<file path="config.mk">
export PLATFORM = sky130hd
export DESIGN_NAME = cache_arbiter_rr_flat
export DESIGN_NICKNAME = d
export VERILOG_FILES = /design/src/rtl/cache_arbiter_rr_if.sv /design/src/rtl/cache_arbiter_rr.sv /design/src/flat_wrapper.sv
export SDC_FILE = /design/constraint.sdc
export NUM_CORES = 1
export LEC_CHECK = 0
export ABC_AREA = 1
export CORE_AREA = 2 2 538 540
export CTS_CLUSTER_DIAMETER = 40
export CTS_CLUSTER_SIZE = 14
export DETAILED_ROUTE_END_ITERATION = 8
export DIE_AREA = 0 0 540 542
export SYNTH_ARGS = -nofsm -noshare
export SYNTH_HDL_FRONTEND = slang
export SYNTH_SLANG_ARGS = --single-unit
</file>
<file path="constraint.sdc">
create_clock -name clk -period 4.3 [get_ports clk]
set_input_delay 0.86 -clock clk [delete_from_list [all_inputs] [get_ports clk]]
set_output_delay 0.86 -clock clk [all_outputs]
set_load 0.02 [all_outputs]
</file>
<file path="src/rtl/cache_arbiter_rr_if.sv">
// Requester/L2 bundle for cache_arbiter_rr; slave modport is the arbiter view,
// master modport is the requester + L2 model view.
interface cache_arbiter_rr_if #(
  parameter int N_PORTS = 2,
  parameter int S_LINE  = 256
);
  localparam int GW = $clog2(N_PORTS);

  logic [N_PORTS-1:0]        req_read;
  logic [N_PORTS-1:0]        req_write;
  logic [32*N_PORTS-1:0]     req_address;
  logic [S_LINE*N_PORTS-1:0] req_wdata;
  logic [N_PORTS-1:0]        req_resp;
  logic [S_LINE-1:0]         req_rdata;

  logic                      l2_read;
  logic                      l2_write;
  logic [31:0]               l2_address;
  logic [S_LINE-1:0]         l2_wdata;
  logic                      l2_resp;
  logic [S_LINE-1:0]         l2_rdata;

  logic [GW-1:0]             grant;
  logic                      busy;
  logic                      err_timeout;

  modport slave (
    input  req_read, req_write, req_address, req_wdata, l2_resp, l2_rdata,
    output req_resp, req_rdata, l2_read, l2_write, l2_address, l2_wdata,
           grant, busy, err_timeout
  );

  modport master (
    output req_read, req_write, req_address, req_wdata, l2_resp, l2_rdata,
    input  req_resp, req_rdata, l2_read, l2_write, l2_address, l2_wdata,
           grant, busy, err_timeout
  );
endinterface

</file>
<file path="src/rtl/cache_arbiter_rr.sv">
// Round-robin L1->L2 line arbiter: grant one cycle after request, completes with l2_resp, one DONE cycle.
// Requesters are held off by the single outstanding slot; optional watchdog under CACHE_ARB_TIMEOUT_EN.
module cache_arbiter_rr #(
  parameter int N_PORTS = 2,
  parameter int S_LINE  = 256,
  parameter int TIMEOUT = 1023
) (
  input logic               clk,
  input logic               rst_n,
  cache_arbiter_rr_if.slave bus
);
  localparam int GW = $clog2(N_PORTS);

  typedef enum logic [1:0] {IDLE, BUSY, DONE} state_t;

  state_t            state_q, state_d;
  logic [GW-1:0]     rr_ptr_q, rr_ptr_d;
  logic [GW-1:0]     grant_q, grant_d;
  logic              wr_q, wr_d;
  logic [31:0]       addr_q, addr_d;
  logic [S_LINE-1:0] wdata_q, wdata_d;
  logic [N_PORTS-1:0] req;
  logic [GW-1:0]     sel;
  logic              found;
  logic              in_busy;

  function automatic logic [GW-1:0] wrap_add(input logic [GW-1:0] base, input int k);
    logic [GW:0] s;
    s = {1'b0, base} + (GW+1)'(k);
    if (s >= (GW+1)'(N_PORTS)) s = s - (GW+1)'(N_PORTS);
    return s[GW-1:0];
  endfunction

  assign req     = bus.req_read | bus.req_write;
  assign in_busy = (state_q == BUSY);

  // First requester at or after rr_ptr, wrapping upward.
  always_comb begin
    sel   = '0;
    found = 1'b0;
    for (int k = 0; k < N_PORTS; k++) begin
      if (!found && req[wrap_add(rr_ptr_q, k)]) begin
        sel   = wrap_add(rr_ptr_q, k);
        found = 1'b1;
      end
    end
  end

  always_ff @(posedge clk or negedge rst_n) begin
    if (!rst_n) begin
      state_q  <= IDLE;
      rr_ptr_q <= '0;
      grant_q  <= '0;
      wr_q     <= 1'b0;
      addr_q   <= '0;
      wdata_q  <= '0;
    end else begin
      state_q  <= state_d;
      rr_ptr_q <= rr_ptr_d;
      grant_q  <= grant_d;
      wr_q     <= wr_d;
      addr_q   <= addr_d;
      wdata_q  <= wdata_d;
    end
  end

  always_comb begin
    state_d  = state_q;
    rr_ptr_d = rr_ptr_q;
    grant_d  = grant_q;
    wr_d     = wr_q;
    addr_d   = addr_q;
    wdata_d  = wdata_q;

    bus.busy       = in_busy;
    bus.grant      = grant_q;
    bus.l2_read    = in_busy & ~wr_q;
    bus.l2_write   = in_busy & wr_q;
    bus.l2_address = in_busy ? addr_q : '0;
    bus.l2_wdata   = in_busy ? wdata_q : '0;
    bus.req_rdata  = bus.l2_rdata;
    bus.req_resp   = '0;

    case (state_q)
      IDLE: begin
        if (found) begin
          state_d = BUSY;
          grant_d = sel;
          // Write wins when a port raises both read and write.
          wr_d    = bus.req_write[sel];
          addr_d  = bus.req_address[32*int'(sel) +: 32];
          wdata_d = bus.req_wdata[S_LINE*int'(sel) +: S_LINE];
        end
      end
      BUSY: begin
        if (bus.l2_resp) begin
          bus.req_resp[grant_q] = 1'b1;
          state_d  = DONE;
          rr_ptr_d = wrap_add(grant_q, 1);
        end
      end
      DONE:    state_d = IDLE;
      default: state_d = IDLE;
    endcase
  end

`ifdef CACHE_ARB_TIMEOUT_EN
  logic [15:0] to_cnt_q;
  logic        err_q;

  always_ff @(posedge clk or negedge rst_n) begin
    if (!rst_n) begin
      to_cnt_q <= '0;
      err_q    <= 1'b0;
    end else if (state_q == IDLE && found) begin
      to_cnt_q <= '0;
    end else if (in_busy) begin
      if (to_cnt_q != 16'hFFFF) to_cnt_q <= to_cnt_q + 16'd1;
      if (to_cnt_q == 16'(TIMEOUT - 1)) err_q <= 1'b1;
    end
  end

  assign bus.err_timeout = err_q;
`else
  assign bus.err_timeout = 1'b0;
`endif

endmodule

</file>
<file path="src/flat_wrapper.sv">
// flat-port wrapper written by rule: the top's interface ports become plain ports
module cache_arbiter_rr_flat 
#(
  parameter int N_PORTS = 2,
  parameter int S_LINE  = 256,
  parameter int TIMEOUT = 1023
)
  (clk, rst_n, bus_req_read, bus_req_write, bus_req_address, bus_req_wdata, bus_l2_resp, bus_l2_rdata, bus_req_resp, bus_req_rdata, bus_l2_read, bus_l2_write, bus_l2_address, bus_l2_wdata, bus_grant, bus_busy, bus_err_timeout);
  cache_arbiter_rr_if #(.N_PORTS(N_PORTS), .S_LINE(S_LINE)) bus_i ();
  input logic clk;
  input logic rst_n;
  input wire logic [$bits(bus_i.req_read)-1:0] bus_req_read;
  input wire logic [$bits(bus_i.req_write)-1:0] bus_req_write;
  input wire logic [$bits(bus_i.req_address)-1:0] bus_req_address;
  input wire logic [$bits(bus_i.req_wdata)-1:0] bus_req_wdata;
  input wire logic [$bits(bus_i.l2_resp)-1:0] bus_l2_resp;
  input wire logic [$bits(bus_i.l2_rdata)-1:0] bus_l2_rdata;
  output wire logic [$bits(bus_i.req_resp)-1:0] bus_req_resp;
  output wire logic [$bits(bus_i.req_rdata)-1:0] bus_req_rdata;
  output wire logic [$bits(bus_i.l2_read)-1:0] bus_l2_read;
  output wire logic [$bits(bus_i.l2_write)-1:0] bus_l2_write;
  output wire logic [$bits(bus_i.l2_address)-1:0] bus_l2_address;
  output wire logic [$bits(bus_i.l2_wdata)-1:0] bus_l2_wdata;
  output wire logic [$bits(bus_i.grant)-1:0] bus_grant;
  output wire logic [$bits(bus_i.busy)-1:0] bus_busy;
  output wire logic [$bits(bus_i.err_timeout)-1:0] bus_err_timeout;
  assign bus_i.req_read = bus_req_read;
  assign bus_i.req_write = bus_req_write;
  assign bus_i.req_address = bus_req_address;
  assign bus_i.req_wdata = bus_req_wdata;
  assign bus_i.l2_resp = bus_l2_resp;
  assign bus_i.l2_rdata = bus_l2_rdata;
  assign bus_req_resp = bus_i.req_resp;
  assign bus_req_rdata = bus_i.req_rdata;
  assign bus_l2_read = bus_i.l2_read;
  assign bus_l2_write = bus_i.l2_write;
  assign bus_l2_address = bus_i.l2_address;
  assign bus_l2_wdata = bus_i.l2_wdata;
  assign bus_grant = bus_i.grant;
  assign bus_busy = bus_i.busy;
  assign bus_err_timeout = bus_i.err_timeout;
  cache_arbiter_rr #(.N_PORTS(N_PORTS), .S_LINE(S_LINE), .TIMEOUT(TIMEOUT)) u_core (.clk(clk), .rst_n(rst_n), .bus(bus_i));
endmodule
</file>
==> impl_metrics.py, run 1 <==
metrics = {
    "pwr": {
        "swShare_pct": 46.9,
        "seq_power_share_pct": 20.7,
        "p_comb_share_pct": 52.9,
        "p_int_mw": 13.2,
        "power_density_nw_per_um2": 716,
        "p_leak_nw": 15.9,
        "power.net_switching_mw": 11.7,
        "peakVddDrop_v": 0.000541,
        "clock_power_share_pct": 26.5,
    },
    "setup_path": {
        "path_cells": "inv_1 -> nand2_8 -> buf_12 -> buf_4 -> nor2_1 -> clkdlybuf4s50_1",
        "critPathLaunchType": "flop",
        "end_kind": "output port",
        "critPathTopFamily": "buffers and inverters",
        "critPathBufInv": 4,
        "critPathMaxFanout": 44,
        "crit_arrival_ns": 3.16,
        "crit_type": "reg2out",
        "cpPeakStageDelay_ns": 0.64,
        "cp.required_ns": 3.44,
        "crit_path_top_delay_cell": "clkdlybuf4s50_1",
    },
    "synthesis": {
        "synth_warnings": 0,
        "avgSynthCellArea_sq_um": 6.67,
        "synth_seq_cells": 293,
        "synthTopCellsByArea": "dfrtp_1 36%, nand2_1 16%, inv_1 11%, nand3b_1 11%, buf_4 9.6%",
        "synthesis.area_sq_um": 20600,
        "synth_cell_types": 19,
        "syn-num-nets": 3921,
        "synth_seq_area_share_pct": 35.7,
        "syn_inst": 3082,
        "yosysTopAreaCellShare_pct": 35.7,
        "synth_largest_area_cell": "dfrtp_1",
    },
    "floorplanning": {
        "die_x_um": 540,
        "pin_count": 1390,
        "rows": 197,
        "core_area_sq_um": 287000,
        "die_area_sq_um": 293000,
        "start_util_pct": 7.16,
        "die_h_um": 542,
    },
    "sta": {
        "maxSlewViolCount": 0,
        "max_freq_mhz": 249,
        "setup_viol": 0,
        "layout_setup_ws_ns": 0.276,
        "period_needed_ns": 4.02,
        "fin_tns_setup_ns": 0,
        "finalCritPeriodShare_pct": 93.6,
        "finClkSkew_ns": 0.0468,
        "slew_headroom_pct": 25.6,
        "rsz0062_at_grt": "false",
        "worstMarginPinSlew_ns": 1.12,
        "hold_viol": 0,
    },
    "route": {
        "firstDrtPassIters": 6,
        "viasPerCell": 2.97,
        "drt_iter0_markers": 1832,
        "post_drt_wl_per_cell_um": 25.7,
        "wirelength_um": 193000,
        "antenna_left": 0,
        "vias": 22363,
        "drc": 0,
    },
    "global_route": {
        "overflow": 0,
        "antenna_found_initial": 175,
        "grt_max_degree": 114,
        "grt_pass1_wl_um": 239000,
        "grt_pass1_vias": 21268,
        "grt.total_usage_pct": 12.8,
    },
    "status": {
        "status": "complete, no violations",
    },
    "clock_network": {
        "worstSkewPairLatency_ns": 0.79,
        "cts_setup_buffers": 0,
        "tritoncts": "done",
        "numCtsBuffers": 86,
        "clock-sinks": 293,
        "path_clk_slew_ns": 0.05,
        "cts_root_buf": "clkbuf_16",
        "htreeDepth": 3,
        "cts_buffer_depth": 4,
    },
    "hold_path": {
        "holdCritPathClass": "in2async",
    },
    "final_layout": {
        "drive_above_1_share_pct": 5.99,
        "syn_to_final_growth_pct": 69.4,
        "fin_cells": 7535,
        "final_nets": 4500,
        "fillers": 33416,
        "post-route-util_pct": 12.1,
    },
    "placed_design": {
        "dp_hpwl_um": 166000,
        "io_buffers": 876,
        "dpl_worst_slack_ns": 0.730,
        "dp_cells": 7354,
        "globalplace.congestion": 0.929,
    },
    "flow_run": {
        "drv_cap": 0,
    },
}
## worst paths after layout
path	slack (ns)	depth (start not counted)	start	endpoint
max	0.28	6	u_core.state_q[1]	bus_l2_wdata[26]
min	0.19	1	rst_n	u_core.wdata_q[7]
max reg2reg	2.03	6	u_core.state_q[0]	u_core.wdata_q[24]
min reg2reg	0.47	2	u_core.wdata_q[67]	u_core.wdata_q[67]
max in group asynchronous	2.98	2	rst_n	u_core.addr_q[5]
min in group clk	0.47	2	u_core.wdata_q[67]	u_core.wdata_q[67]
## cells in the mapped netlist
cell	number
nor3_1	1
buf_4	263
buf_1	8
nor2_2	2
nand2_1	876
buf_6	20
nand3b_1	288
o21ai_1	2
nand3_1	288
inv_1	586
o21ai_2	1
nor2_8	1
inv_2	2
conb_1	1
dfrtp_1	293
o21ai_0	2
clkbuf_1	46
buf_2	111
nor2_1	291
## cell families after synthesis
kind of cell	Yosys count	share of synthesized area (%)
other cells	1	0.0182
flops	293	35.7
simple gates	1747	39.0
buf+inv	1036	25.1
compound gates	5	0.140
## layout make-up
cell class,instances,area (sq um),share of cell area [%]
antenna,34,85.1,0.244
clock buffer,103,2320,6.65
timing repair buffer,939,9500,27.3
clock inverter,44,542,1.56
sequential,293,7330,21.1
multi-input combinational,1753,8100,23.3
tap,3781,4730,13.6
inverter,588,2210,6.34
## flip-flops by register name, summed over array words and instances, names as in the netlist
name	cells
u_core.wdata_q	256
u_core.bus.grant	1
u_core.rr_ptr_q	1
u_core.addr_q	32
u_core.wr_q	1
u_core.state_q	2
## power by group through the flow
stage | sequential, mW | clock, mW | combinational [mW]
after floorplan | 4.77 | 0 | 7.24
final | 5.16 | 6.60 | 13.2
after detailed placement | 5.13 | 0 | 13.4
after global routing | 5.32 | 6.93 | 14.3
after global placement | 5.12 | 0 | 13.4
after CTS | 5.14 | 6.85 | 13.4
## worst register-to-register path: stages (launching register included)
cell	delay, ns
dfrtp_1	0.44
nor2_2	0.31
inv_2	0.11
nor2_8	0.18
buf_12	0.26
nand3_1	0.76
nand2_1	0.17
## routing by layer
metal,wire (um),GRT usage (%),up-vias
met1,69300,13.4,10102
li1,-,-,10108
met3,35300,10.3,644
met5,987,0,-
met2,76100,18.0,1363
met4,11700,6.42,146
## per-stage QoR
step,power [mW],cell area [sq um],hold WS (ns)
after floorplan,12.0,20600,0.449
after global placement,18.5,31900,0.464
after detailed placement,18.5,31900,0.465
after CTS,25.4,34700,0.188
after global routing,26.6,34700,0.197
final,24.9,34800,0.191
## layout by cell type, fill, tap and decap left out, drive strengths merged
master / count
nand2: 876
clkdlybuf4s50: 866
inv: 591
nor2: 294
dfrtp: 293
nand3b: 288
nand3: 288
clkbuf: 103
buf: 73
diode: 34
clkinv: 22
bufinv: 10
clkinvlp: 9
o21ai: 5
nor3: 1
conb: 1
## what timing repair did
item,4_1_cts,5_1_grt
hold buffers,0,0
resized for setup,1,0
setup endpoints to repair,54,0
(Power assumes the default switching activity.)
==> run 2, diff against run 1 <==
--- a/config.mk
+++ b/config.mk
@@ -5,12 +5,11 @@
 export SDC_FILE = /design/constraint.sdc
 export NUM_CORES = 1
 export LEC_CHECK = 0
-export ABC_AREA = 1
-export CORE_AREA = 2 2 538 540
+export CORE_AREA = 2 2 542 544
 export CTS_CLUSTER_DIAMETER = 40
 export CTS_CLUSTER_SIZE = 14
 export DETAILED_ROUTE_END_ITERATION = 8
-export DIE_AREA = 0 0 540 542
+export DIE_AREA = 0 0 544 546
 export SYNTH_ARGS = -nofsm -noshare
 export SYNTH_HDL_FRONTEND = slang
 export SYNTH_SLANG_ARGS = --single-unit
==> run 2 against run 1 <==
Net effect:
- total power is 3.3% higher
- worst hold slack lost 0.10 ns
- combinational power about the same
- largest cell class unchanged
- highest routed layer unchanged
- register-to-register slack lost 0.14 ns
- maximum frequency is 0.71% lower
- wire length down 0.39%
- critical path type unchanged
==> impl_metrics.py, run 2 <==
metrics = {
    "status": {
        "status": "complete, no violations",
    },
    "synthesis": {
        "synth_edf_count": 0,
        "synthAdderAreaFrac_pct": 0,
        "synth_flop_cell": "dfrtp_1",
        "synth_top_family_by_area": "compound AO/OA/AOI/OAI gates",
        "synth_most_common_cell": "dfrtp_1",
        "synth_compound_area_share_pct": 26.1,
        "synth_cell_types": 33,
        "synthMuxAreaShare_pct": 0,
        "avgSynthCellArea_sq_um": 8.24,
        "synthSimpleGateAreaFrac_pct": 17.9,
        "synth_seq_area_share_pct": 39.2,
        "synthesis.area_sq_um": 18700,
        "yosysTopAreaCellShare_pct": 39.2,
        "syn-num-nets": 3110,
        "syn_inst": 2271,
        "synth_seq_cells": 293,
        "synthTopCellsByArea": "dfrtp_1 39%, buf_4 10%, and2_1 9.7%, a31oi_1 9.6%, nand3_1 7.7%",
        "yosys.area_share.xor_xnor_pct": 0,
        "synth_warnings": 0,
        "async_reset_ff_share_pct": 100,
        "synth_largest_area_cell": "dfrtp_1",
        "synth_commonest_cells": "293 x dfrtp_1, 290 x and2_1, 288 x a31oi_1, 288 x nand3_1, 282 x o21ai_0",
    },
    "pwr": {
        "swShare_pct": 45.8,
        "p_int_mw": 14.0,
        "power.net_switching_mw": 11.8,
        "seq_power_share_pct": 23.2,
        "p_leak_nw": 11.1,
        "power_density_nw_per_um2": 778,
        "p_total_mw": 25.8,
        "clock_power_share_pct": 25.9,
        "p_comb_share_pct": 50.9,
        "peakVddDrop_v": 0.000392,
    },
    "final_layout": {
        "largest_reg_flops": 256,
        "fillers": 33715,
        "largestRegisters": "u_core.wdata_q x256, u_core.addr_q x32, u_core.state_q x2",
        "final_cell_mix": "851 x clkdlybuf4s50_1, 293 x dfrtp_1, 290 x and2_1",
        "top_register": "u_core.wdata_q",
        "final_nets": 3628,
        "drive_above_1_share_pct": 9.82,
        "syn_to_final_growth_pct": 77.0,
        "final_common_cell": "clkdlybuf4s50_1",
    },
    "clock_network": {
        "cts_resized": 0,
        "clock-sinks": 293,
        "cts_buffer_depth": 4,
        "postCtsHoldBufs": 0,
        "cts_setup_buffers": 0,
        "path_clk_slew_ns": 0.04,
        "htreeDepth": 3,
        "numCtsBuffers": 83,
        "cts_root_buf": "clkbuf_16",
        "worstSkewPairLatency_ns": 0.78,
        "tritoncts": "done",
    },
    "sta": {
        "hold_viol": 0,
        "setup_viol": 0,
        "whs_ns": 0.0900,
        "fin_tns_setup_ns": 0,
        "period_needed_ns": 4.05,
        "max_freq_mhz": 247,
        "finClkSkew_ns": 0.0417,
        "slew_headroom_pct": 36.8,
        "worstMarginPinSlew_ns": 0.947,
        "finalCritPeriodShare_pct": 94.3,
        "maxSlewViolCount": 0,
        "rsz0062_at_grt": "false",
    },
    "route": {
        "drt_iter0_markers": 2017,
        "wirelength_um": 193000,
        "firstDrtPassIters": 5,
        "drc": 0,
        "viasPerCell": 3.17,
        "vias": 21571,
        "antenna_left": 0,
        "post_drt_wl_per_cell_um": 28.3,
    },
    "setup_path": {
        "path_cells": "nand2b_1 -> inv_8 -> buf_12 -> buf_12 -> and2_1 -> clkdlybuf4s50_1",
        "r2r_cells": 4,
        "crit_arrival_ns": 3.19,
        "end_kind": "output port",
        "crit_path_top_delay_cell": "clkdlybuf4s50_1",
        "crit_top_cell": "buf_12",
        "cp.depth": 6,
        "critPathBufInv": 4,
        "critPathLaunchType": "flop",
        "cp.required_ns": 3.44,
        "crit_type": "reg2out",
        "critPathMaxFanout": 57,
        "critPathTopFamily": "buffers and inverters",
        "cpPeakStageDelay_ns": 0.65,
    },
    "floorplanning": {
        "die_area_sq_um": 297000,
        "core_area_sq_um": 292000,
        "rows": 199,
        "pin_count": 1390,
        "die_x_um": 544,
        "die_h_um": 546,
        "start_util_pct": 6.41,
    },
    "hold_path": {
        "holdCritPathClass": "in2async",
    },
    "global_route": {
        "grt_pass1_wl_um": 236000,
        "grt_pass1_vias": 20413,
        "antenna_found_initial": 139,
        "grt.total_usage_pct": 12.3,
        "grt_max_degree": 120,
        "overflow": 0,
    },
    "placed_design": {
        "dp_hpwl_um": 160000,
        "io_buffers": 876,
        "globalplace.congestion": 0.916,
    },
    "flow_run": {
        "drv_cap": 0,
    },
}
run 2: worst paths after layout:
check,startpoint,to,slack (ns)
worst max-delay path,u_core.state_q[1],bus_l2_wdata[52],0.25
worst min-delay path,rst_n,u_core.wdata_q[214],0.09
worst max register to register,u_core.state_q[0],u_core.wdata_q[121],1.89
worst min register to register,u_core.addr_q[31],u_core.addr_q[31],0.54
max in group asynchronous,rst_n,u_core.wdata_q[46],3.13
min in group clk,u_core.addr_q[31],u_core.addr_q[31],0.54
run 2: per-layer routing:
| metal | vias to the layer above | global-route usage [%] | part of all wire (%) |
|---|---|---|---|
| met4 | 78 | 6.68 | 6.2 |
| met3 | 571 | 9.32 | 19 |
| li1 | 8965 | - | - |
| met2 | 1615 | 18.7 | 43 |
| met5 | - | 0 | 0.40 |
| met1 | 10342 | 12.1 | 32 |
run 2: through the flow:
stage | area, sq um | util, % | cells | setup WS (ns)
6_report | 33100 | 11.3 | 6808 | 0.247
5_1_grt | 33100 | 11.3 | 6783 | 0.102
4_1_cts | 33000 | 11.3 | 6770 | 0.119
3_5_place_dp | 30100 | 10.3 | 6623 | 0.650
3_3_place_gp | 30100 | 10.3 | 6623 | 0.641
2_1_floorplan | 18700 | - | 2271 | 2.08
run 2: cell type report:
| type | count | area, sq um | share of cell area, % |
|---|---|---|---|
| Sequential cell | 293 | 7330 | 22.1 |
| Antenna cell | 38 | 95.1 | 0.287 |
| Clock inverter | 45 | 617 | 1.86 |
| Inverter | 1 | 11.3 | 0.0340 |
| Timing Repair Buffer | 943 | 9600 | 29.0 |
| Multi-Input combinational cell | 1467 | 8280 | 25.0 |
| Clock buffer | 102 | 2280 | 6.88 |
| Tap cell | 3919 | 4900 | 14.8 |
run 2: cells by family after synthesis:
logic type | Yosys count
flops | 293
other cells | 1
buf+inv | 511
simple gates | 594
compound gates | 872
run 2: power groups by stage:
stage          clock [mW]  sequential, mW  combinational [mW]
2_1_floorplan           0            4.71                7.07
3_3_place_gp            0            5.94                13.3
3_5_place_dp            0            5.93                13.3
4_1_cts              6.82            5.92                13.3
5_1_grt              6.91            6.06                14.0
6_report             6.67            5.98                13.1
==> run 3, diff against run 2 <==
--- a/config.mk
+++ b/config.mk
@@ -10,6 +10,7 @@
 export CTS_CLUSTER_SIZE = 14
 export DETAILED_ROUTE_END_ITERATION = 8
 export DIE_AREA = 0 0 544 546
+export PLACE_DENSITY = 0.3
 export SYNTH_ARGS = -nofsm -noshare
 export SYNTH_HDL_FRONTEND = slang
 export SYNTH_SLANG_ARGS = --single-unit
==> run 3 against run 2 <==
Net effect:
- maximum frequency down 0.24%
- die area did not move
- first-iteration DRC count down 30%
- clock power increased by 12%
- total power grew 1.7%
- via count fell by 1.8%
- non-clock buffer count up 19
- critical path type unchanged
- largest cell class unchanged
==> impl_metrics.py, run 3 (same netlist as run 2, synthesis figures left out) <==
metrics = {
    "status": {
        "status": "complete, no violations",
    },
    "clock_network": {
        "cts_setup_buffers": 0,
        "cts_root_buf": "clkbuf_16",
        "tritoncts": "done",
        "clock-sinks": 293,
        "cts_resized": 0,
        "postCtsHoldBufs": 0,
        "cts_buffer_depth": 4,
        "htreeDepth": 3,
        "worstSkewPairLatency_ns": 0.83,
        "numCtsBuffers": 103,
        "path_clk_slew_ns": 0.05,
    },
    "setup_path": {
        "crit_type": "reg2out",
        "r2r_slack_ns": 1.91,
        "r2r_cells": 5,
        "critPathLaunchType": "flop",
        "critical_path.startpoint": "u_core.state_q[1]",
        "critPathMaxFanout": 61,
        "cp.required_ns": 3.44,
        "worstReg2RegStart": "u_core.rr_ptr_q",
        "crit_path_end": "bus_l2_wdata[73]",
        "crit_arrival_ns": 3.20,
        "rr_endpoint": "u_core.addr_q[17]",
        "end_kind": "output port",
    },
    "final_layout": {
        "largestRegisters": "u_core.wdata_q x256, u_core.addr_q x32, u_core.state_q x2",
        "fin_area_sq_um": 33700,
        "final_common_cell": "clkdlybuf4s50_1",
        "drive_above_1_share_pct": 10.4,
        "top_register": "u_core.wdata_q",
        "post-route-util_pct": 11.5,
        "final_cell_mix": "870 x clkdlybuf4s50_1, 293 x dfrtp_1, 290 x and2_1",
        "final_nets": 3667,
        "fin_cells": 6833,
        "fillers": 33703,
        "largest_reg_flops": 256,
        "syn_to_final_growth_pct": 80.3,
    },
    "floorplanning": {
        "pin_count": 1390,
        "rows": 199,
        "die_area_sq_um": 297000,
        "core_area_sq_um": 292000,
        "start_util_pct": 6.41,
        "die_h_um": 546,
        "die_x_um": 544,
    },
    "route": {
        "wirelength_um": 177000,
        "vias": 21182,
        "firstDrtPassIters": 5,
        "antenna_left": 0,
        "drc": 0,
        "viasPerCell": 3.10,
        "drt_iter0_markers": 1411,
        "post_drt_wl_per_cell_um": 25.9,
    },
    "global_route": {
        "antenna_found_initial": 80,
        "grt_pass1_vias": 21864,
        "overflow": 0,
        "grt_max_degree": 104,
        "grt.total_usage_pct": 11.4,
        "grt_pass1_wl_um": 227000,
    },
    "pwr": {
        "power_density_nw_per_um2": 777,
        "peakVddDrop_v": 0.000600,
        "p_leak_nw": 11.5,
    },
    "flow_run": {
        "drv_cap": 0,
    },
    "sta": {
        "max_freq_mhz": 246,
        "setup_viol": 0,
        "period_needed_ns": 4.06,
        "slew_headroom_pct": 30.9,
        "finalCritPeriodShare_pct": 94.5,
        "worstMarginPinSlew_ns": 1.04,
        "finClkSkew_ns": 0.0891,
        "fin_tns_setup_ns": 0,
        "hold_viol": 0,
        "maxSlewViolCount": 0,
        "rsz0062_at_grt": "false",
    },
    "placed_design": {
        "globalplace.congestion": 0.793,
        "io_buffers": 876,
        "dp_cells": 6642,
        "dp_hpwl_um": 139000,
        "placed_area_sq_um": 30300,
    },
    "hold_path": {
        "holdCritPathClass": "in2async",
    },
}
[run 3: cell type report]
| cell class | count | area [sq um] | share of cell area, % |
|---|---|---|---|
| clock inverter | 35 | 419 | 1.24 |
| antenna | 14 | 35.0 | 0.104 |
| sequential | 293 | 7330 | 21.7 |
| clock buffer | 142 | 2940 | 8.73 |
| timing repair buffer | 962 | 9790 | 29.0 |
| inverter | 1 | 11.3 | 0.0334 |
| multi-input combinational | 1467 | 8290 | 24.6 |
| tap | 3919 | 4900 | 14.5 |
[run 3: critical path: stages (launching register included)]
cell             delay, ns
dfrtp_1               0.41
nand2b_1              0.27
inv_8                 0.21
buf_12                0.30
and2_1                0.42
clkdlybuf4s50_1       0.70
[run 3: report_power, final]
part / switching, mW / total (mW) / internal (mW)
logic: 7.98 / 13.3 / 5.37
clock network: 2.32 / 7.47 / 5.15
registers: 1.19 / 5.40 / 4.21
[run 3: metrics by stage]
step	worst slack, ns	power [mW]	hold WS, ns
global placement	0.879	19.1	0.524
CTS	0.0766	26.9	0.0952
detailed placement	0.918	19.0	0.531
global route	0.0181	27.7	0.0597
floorplan	2.08	11.8	0.493
finish	0.237	26.2	0.0486
[run 3: how the worst min path moves through the flow]
stage / startpoint / end / slack, ns
floorplan: u_core.wr_q / u_core.wr_q / 0.49
detailed placement: u_core.wdata_q[242] / u_core.wdata_q[242] / 0.53
CTS: rst_n / u_core.wdata_q[159] / 0.1
finish: rst_n / u_core.wdata_q[178] / 0.05
global placement: u_core.addr_q[17] / u_core.addr_q[17] / 0.52
global route: rst_n / u_core.wdata_q[159] / 0.06
[run 3: per-layer routing]
metal / vias up / routed length [um] / GRT usage [%]
li1: 9030 / - / -
met1: 10401 / 65800 / 12.5
met2: 1288 / 79100 / 18.0
met3: 411 / 21000 / 5.27
met4: 52 / 10400 / 6.08
met5: - / 390 / 0.179
==> edit 1: new RTL, config.mk and constraints of run 2 <==
`addr_q` and `wdata_q` no longer have a reset.
--- a/src/rtl/cache_arbiter_rr.sv
+++ b/src/rtl/cache_arbiter_rr.sv
@@ -54,4 +54,2 @@
       wr_q     <= 1'b0;
-      addr_q   <= '0;
-      wdata_q  <= '0;
     end else begin
@@ -61,5 +59,8 @@
       wr_q     <= wr_d;
-      addr_q   <= addr_d;
-      wdata_q  <= wdata_d;
     end
+  end
+
+  always_ff @(posedge clk) begin
+    addr_q  <= addr_d;
+    wdata_q <= wdata_d;
   end
Check against the original RTL: not settled (the Yosys comparison gave no result); the edit may change what the design does.
==> edit 1 against run 2 <==
Worst setup slack better by 0.11 ns; utilization down 0.94 points; synthesized area down 8.5%; design area down 8.3%; clock skew up 0.0021 ns; combinational power down 31%; total power down 29%; critical path depth down 1; wire length down 19%; sequential cell count unchanged; critical endpoint is now bus_l2_wdata[148]; sequential power down 12%; via count down 41%.
==> edit 1: results (changes against run 2) <==
* Status: complete, no violations
* Number of fill cells at 33200 (-1.4%)
* Net Count, Synth at 2052 (-34%)
* Gp weighted congestion at 0.934 (+2.0%)
* DR pass1 iterations at 4 (-1)
* R2R Setup Slk at 2.02 ns (+0.13 ns)
* Non-Filler Instances at 5848 (-14%)
* Post-route cell area at 30400 um2 (-8.3%)
* LEAKAGE at 0.0100 uW (-9.9%)
* Share of layout cells above drive strength 1 at 23.9% (+14 points)
* Met1 usage at 7.77% (-4.3 points)
* Cell variety after synth at 24 (-27%)
* Initial DRC Count at 614 (-70%)
* Mux cell area share after synthesis at 23.4% (+23 points)
* CTS Buffer Depth at 3 (-1)
* First-pass GRT wire length at 183000 um (-22%)
* Total GRT Usage at 10.1% (-2.3 points)
* Area contributors post-synth: edfxtp_1 (51%), mux2_4 (18%), buf_4 (11%)
* Ys flop type: edfxtp_1
* Mapped Avg Cell Area at 14.1 um2 (+71%)
* Data arrival, critical path at 3.08 ns (-0.11 ns)
* Placed cell count at 5720 (-14%)
* Worst-path clk slew at 0.06 ns (+0.02 ns)
* Grt met2 use at 17.4% (-1.3 points)
* Initial antenna violation count at 109 (-22%)
## edit 1: logic make-up after synthesis
group / Yosys count
AND/OR/NAND/NOR: 300
buffers and inverters: 324
multiplexers: 289
other: 1
flip-flops: 293
AO/OA/AOI/OAI: 6
## edit 1: path summary, 6_finish.rpt
path / cells past startpoint / start / endpoint
worst min-delay path: 1 / rst_n / u_core.wr_q
worst max-delay path: 5 / u_core.state_q[1] / bus_l2_wdata[148]
max in group asynchronous: 1 / rst_n / u_core.bus.grant
min in group clk: 2 / u_core.bus.grant / u_core.bus.grant
worst min register to register: 2 / u_core.bus.grant / u_core.bus.grant
worst max register to register: 4 / u_core.state_q[0] / u_core.wdata_q[163]
## edit 1: layout make-up
class	instances	share of cell area, %
clock buffer	53	4.09
antenna	36	0.297
multi-input combinational	596	19.6
tap	3919	16.1
timing repair buffer	909	29.6
sequential	293	28.9
inverter	3	0.0742
clock inverter	39	1.25
## edit 1: where the power goes
group | internal [uW] | total, uW | switching (uW)
sequential | 4670 | 5250 | 577
combinational | 4040 | 9100 | 5060
clock | 2280 | 3930 | 1640
total | 11000 | 18300 | 7290
## edit 1: metal layers
metal,vias up,wire [um]
li1,5304,-
met1,5728,40200
met2,1039,75200
met3,481,29900
met4,80,9480
met5,-,540
## edit 1: worst max-delay path: cells and delay by family (launching register included)
kind,cells,cell delay (ns)
and+or+nand+nor,2,0.48
buffers and inverters,3,1.48
DFF,1,0.41
==> edit 2: new RTL, flow settings as in run 2 <==
Made on the original files. Add a define of `CACHE_ARB_TIMEOUT_EN`.
--- a/src/rtl/cache_arbiter_rr.sv
+++ b/src/rtl/cache_arbiter_rr.sv
@@ -2,2 +2,4 @@
 // Requesters are held off by the single outstanding slot; optional watchdog under CACHE_ARB_TIMEOUT_EN.
+`define CACHE_ARB_TIMEOUT_EN
+
 module cache_arbiter_rr #(
Check against the original RTL: not settled (the Yosys comparison gave no result); the edit may change what the design does.
==> edit 2 against run 2 <==
Sequential share of layout area increased by 1.5 points; synthesized area down 2.6%; combinational power down 20%; global-route usage down 0.92 points; clock power shrank 4.6%; clock skew rose by 0.021 ns; total power is 12% lower; die area unchanged; worst setup slack lost 0.015 ns; wire length is 8.2% lower; sequential cell count is 17 higher; design area fell by 0.97%; critical path type unchanged; largest cell class unchanged.
==> edit 2: results (changes against run 2) <==
* Reg-to-reg endpoint: u_core.to_cnt_q[14]
* Number of fill cells at 33500 (-0.61%)
* Non-clock buffer total of the final layout at 942 (-0.11%)
* Post-Synth XOR/XNOR Area at 0% (unchanged)
* Cell variety after synth at 34 (+3.0%)
* Clock sinks at 310 (+5.8%)
* Share of layout cells above drive strength 1 at 8.48% (-1.3 points)
* Seq/total area at 23.6% (+1.5 points)
* R2R Setup Slk at 2.05 ns (+0.16 ns)
* Net Count, Synth at 2800 (-10%)
* Clock Tree Root: clkbuf_16
* LEAKAGE at 0.0125 uW (+12%)
* Buffer share of cell area at 28.6% (-0.41 points)
* Crit path max-delay cell type: clkdlybuf4s50_1
* Initial antenna violation count at 170 (+22%)
* RR Startpoint: u_core.to_cnt_q[1]
* Final clock-cell share at 8.39% (-0.35 points)
* Reg2Reg Depth at 6 (+2)
* Comb_multi_in at 1255 (-14%)
* CP max FO at 97 (+70%)
* Post-synthesis sequential area ratio at 42.6% (+3.4 points)
* Synth Area in Adders at 0.137% (+0.14 points)
* P_clk at 6360 uW (-4.6%)
* Total GRT Usage at 11.4% (-0.92 points)
* Gp weighted congestion at 0.930 (+1.6%)
* TritonCTS Buffers at 82 (-1.2%)
* Vias per inst at 2.66 (-16%)
* Antenna fix cells at 33 (-13%)
* DR pass1 iterations at 7 (+2)
* Wirelength, routed at 177000 um (-8.2%)
* First-pass GRT wire length at 212000 um (-10%)
* Largest net degree at the start of global routing at 97 (-19%)
* Initial DRC Count at 1135 (-44%)
* Max VDD drop at 0.333 mV (-15%)
* Inverters at 4 (+3)
* Mux cell area share after synthesis at 16.1% (+16 points)
* Status: complete, no violations
* Data arrival, critical path at 3.21 ns (+0.02 ns)
* Final setup skew at 0.0622 ns (+0.0205 ns)
* Worst setup endpoint: bus_l2_wdata[143]
* Number of I/O port buffers at 877 (+0.11%)
* Synth Area in Compound Gates at 8.80% (-17 points)
* Hpwl dp at 155000 um (-3.2%)
* Nets@finish at 3436 (-5.3%)
* Clkbuf count at 109 (+6.9%)
* Hold crit path type: input port to async pin
* Worst rel slew slack at 34.7% (-2.1 points)
* Top cells by count, synth: dfrtp_1 (310), nand2_1 (302), mux2i_1 (294), and2_1 (291), buf_4 (266)
* Regs by FF count: u_core.wdata_q (256), u_core.addr_q (32), u_core.to_cnt_q (16)
* Comb group at 10500 uW (-20%)
* Max incr delay on CP at 0.67 ns (+0.02 ns)
* Area contributors post-synth: dfrtp_1 (43%), mux2i_1 (16%), buf_4 (11%)
* Number of global-route vias before repair at 17300 (-15%)
* Net Sw Frac at 42.5% (-3.2 points)
* Post-CTS Resized at 4 (+4)
* Psw at 9640 uW (-18%)
* Fraction of area in multi-input gates at 24.0% (-0.97 points)
edit 2: cell count changes in the layout (fill, tap and decap cells not counted), moves of 86 or more:
cell and change:
mux2i_1 +294, a21oi_1 -239, o21ai_1 +86, a31oi_1 -288, nand2_1 +301, nand3_1 -282
edit 2: routing by layer:
metal | GRT usage, % | part of all wire [%]
met2 | 16.3 | 40
met1 | 10.8 | 32
met4 | 6.04 | 5.9
met5 | 0 | 0.40
met3 | 10.7 | 22
edit 2: through the flow:
stage	utilization (%)	setup WS [ns]	hold WS [ns]	instance area (um2)	instances
6_report	11.2	0.233	0.0750	32800	6606
5_1_grt	11.2	0.0352	0.0458	32800	6588
4_1_cts	11.2	0.0163	0.0408	32700	6572
3_5_place_dp	10.2	0.516	0.463	29900	6429
3_3_place_gp	10.2	0.498	0.457	29900	6429
2_1_floorplan	-	1.94	0.441	18200	1959
edit 2: kinds of logic after synthesis:
logic type	count (synthesis)
muxes	294
AOI/OAI and AO/OA	315
DFF	310
and+or+nand+nor	644
buffers and inverters	394
adders and majority gates	2
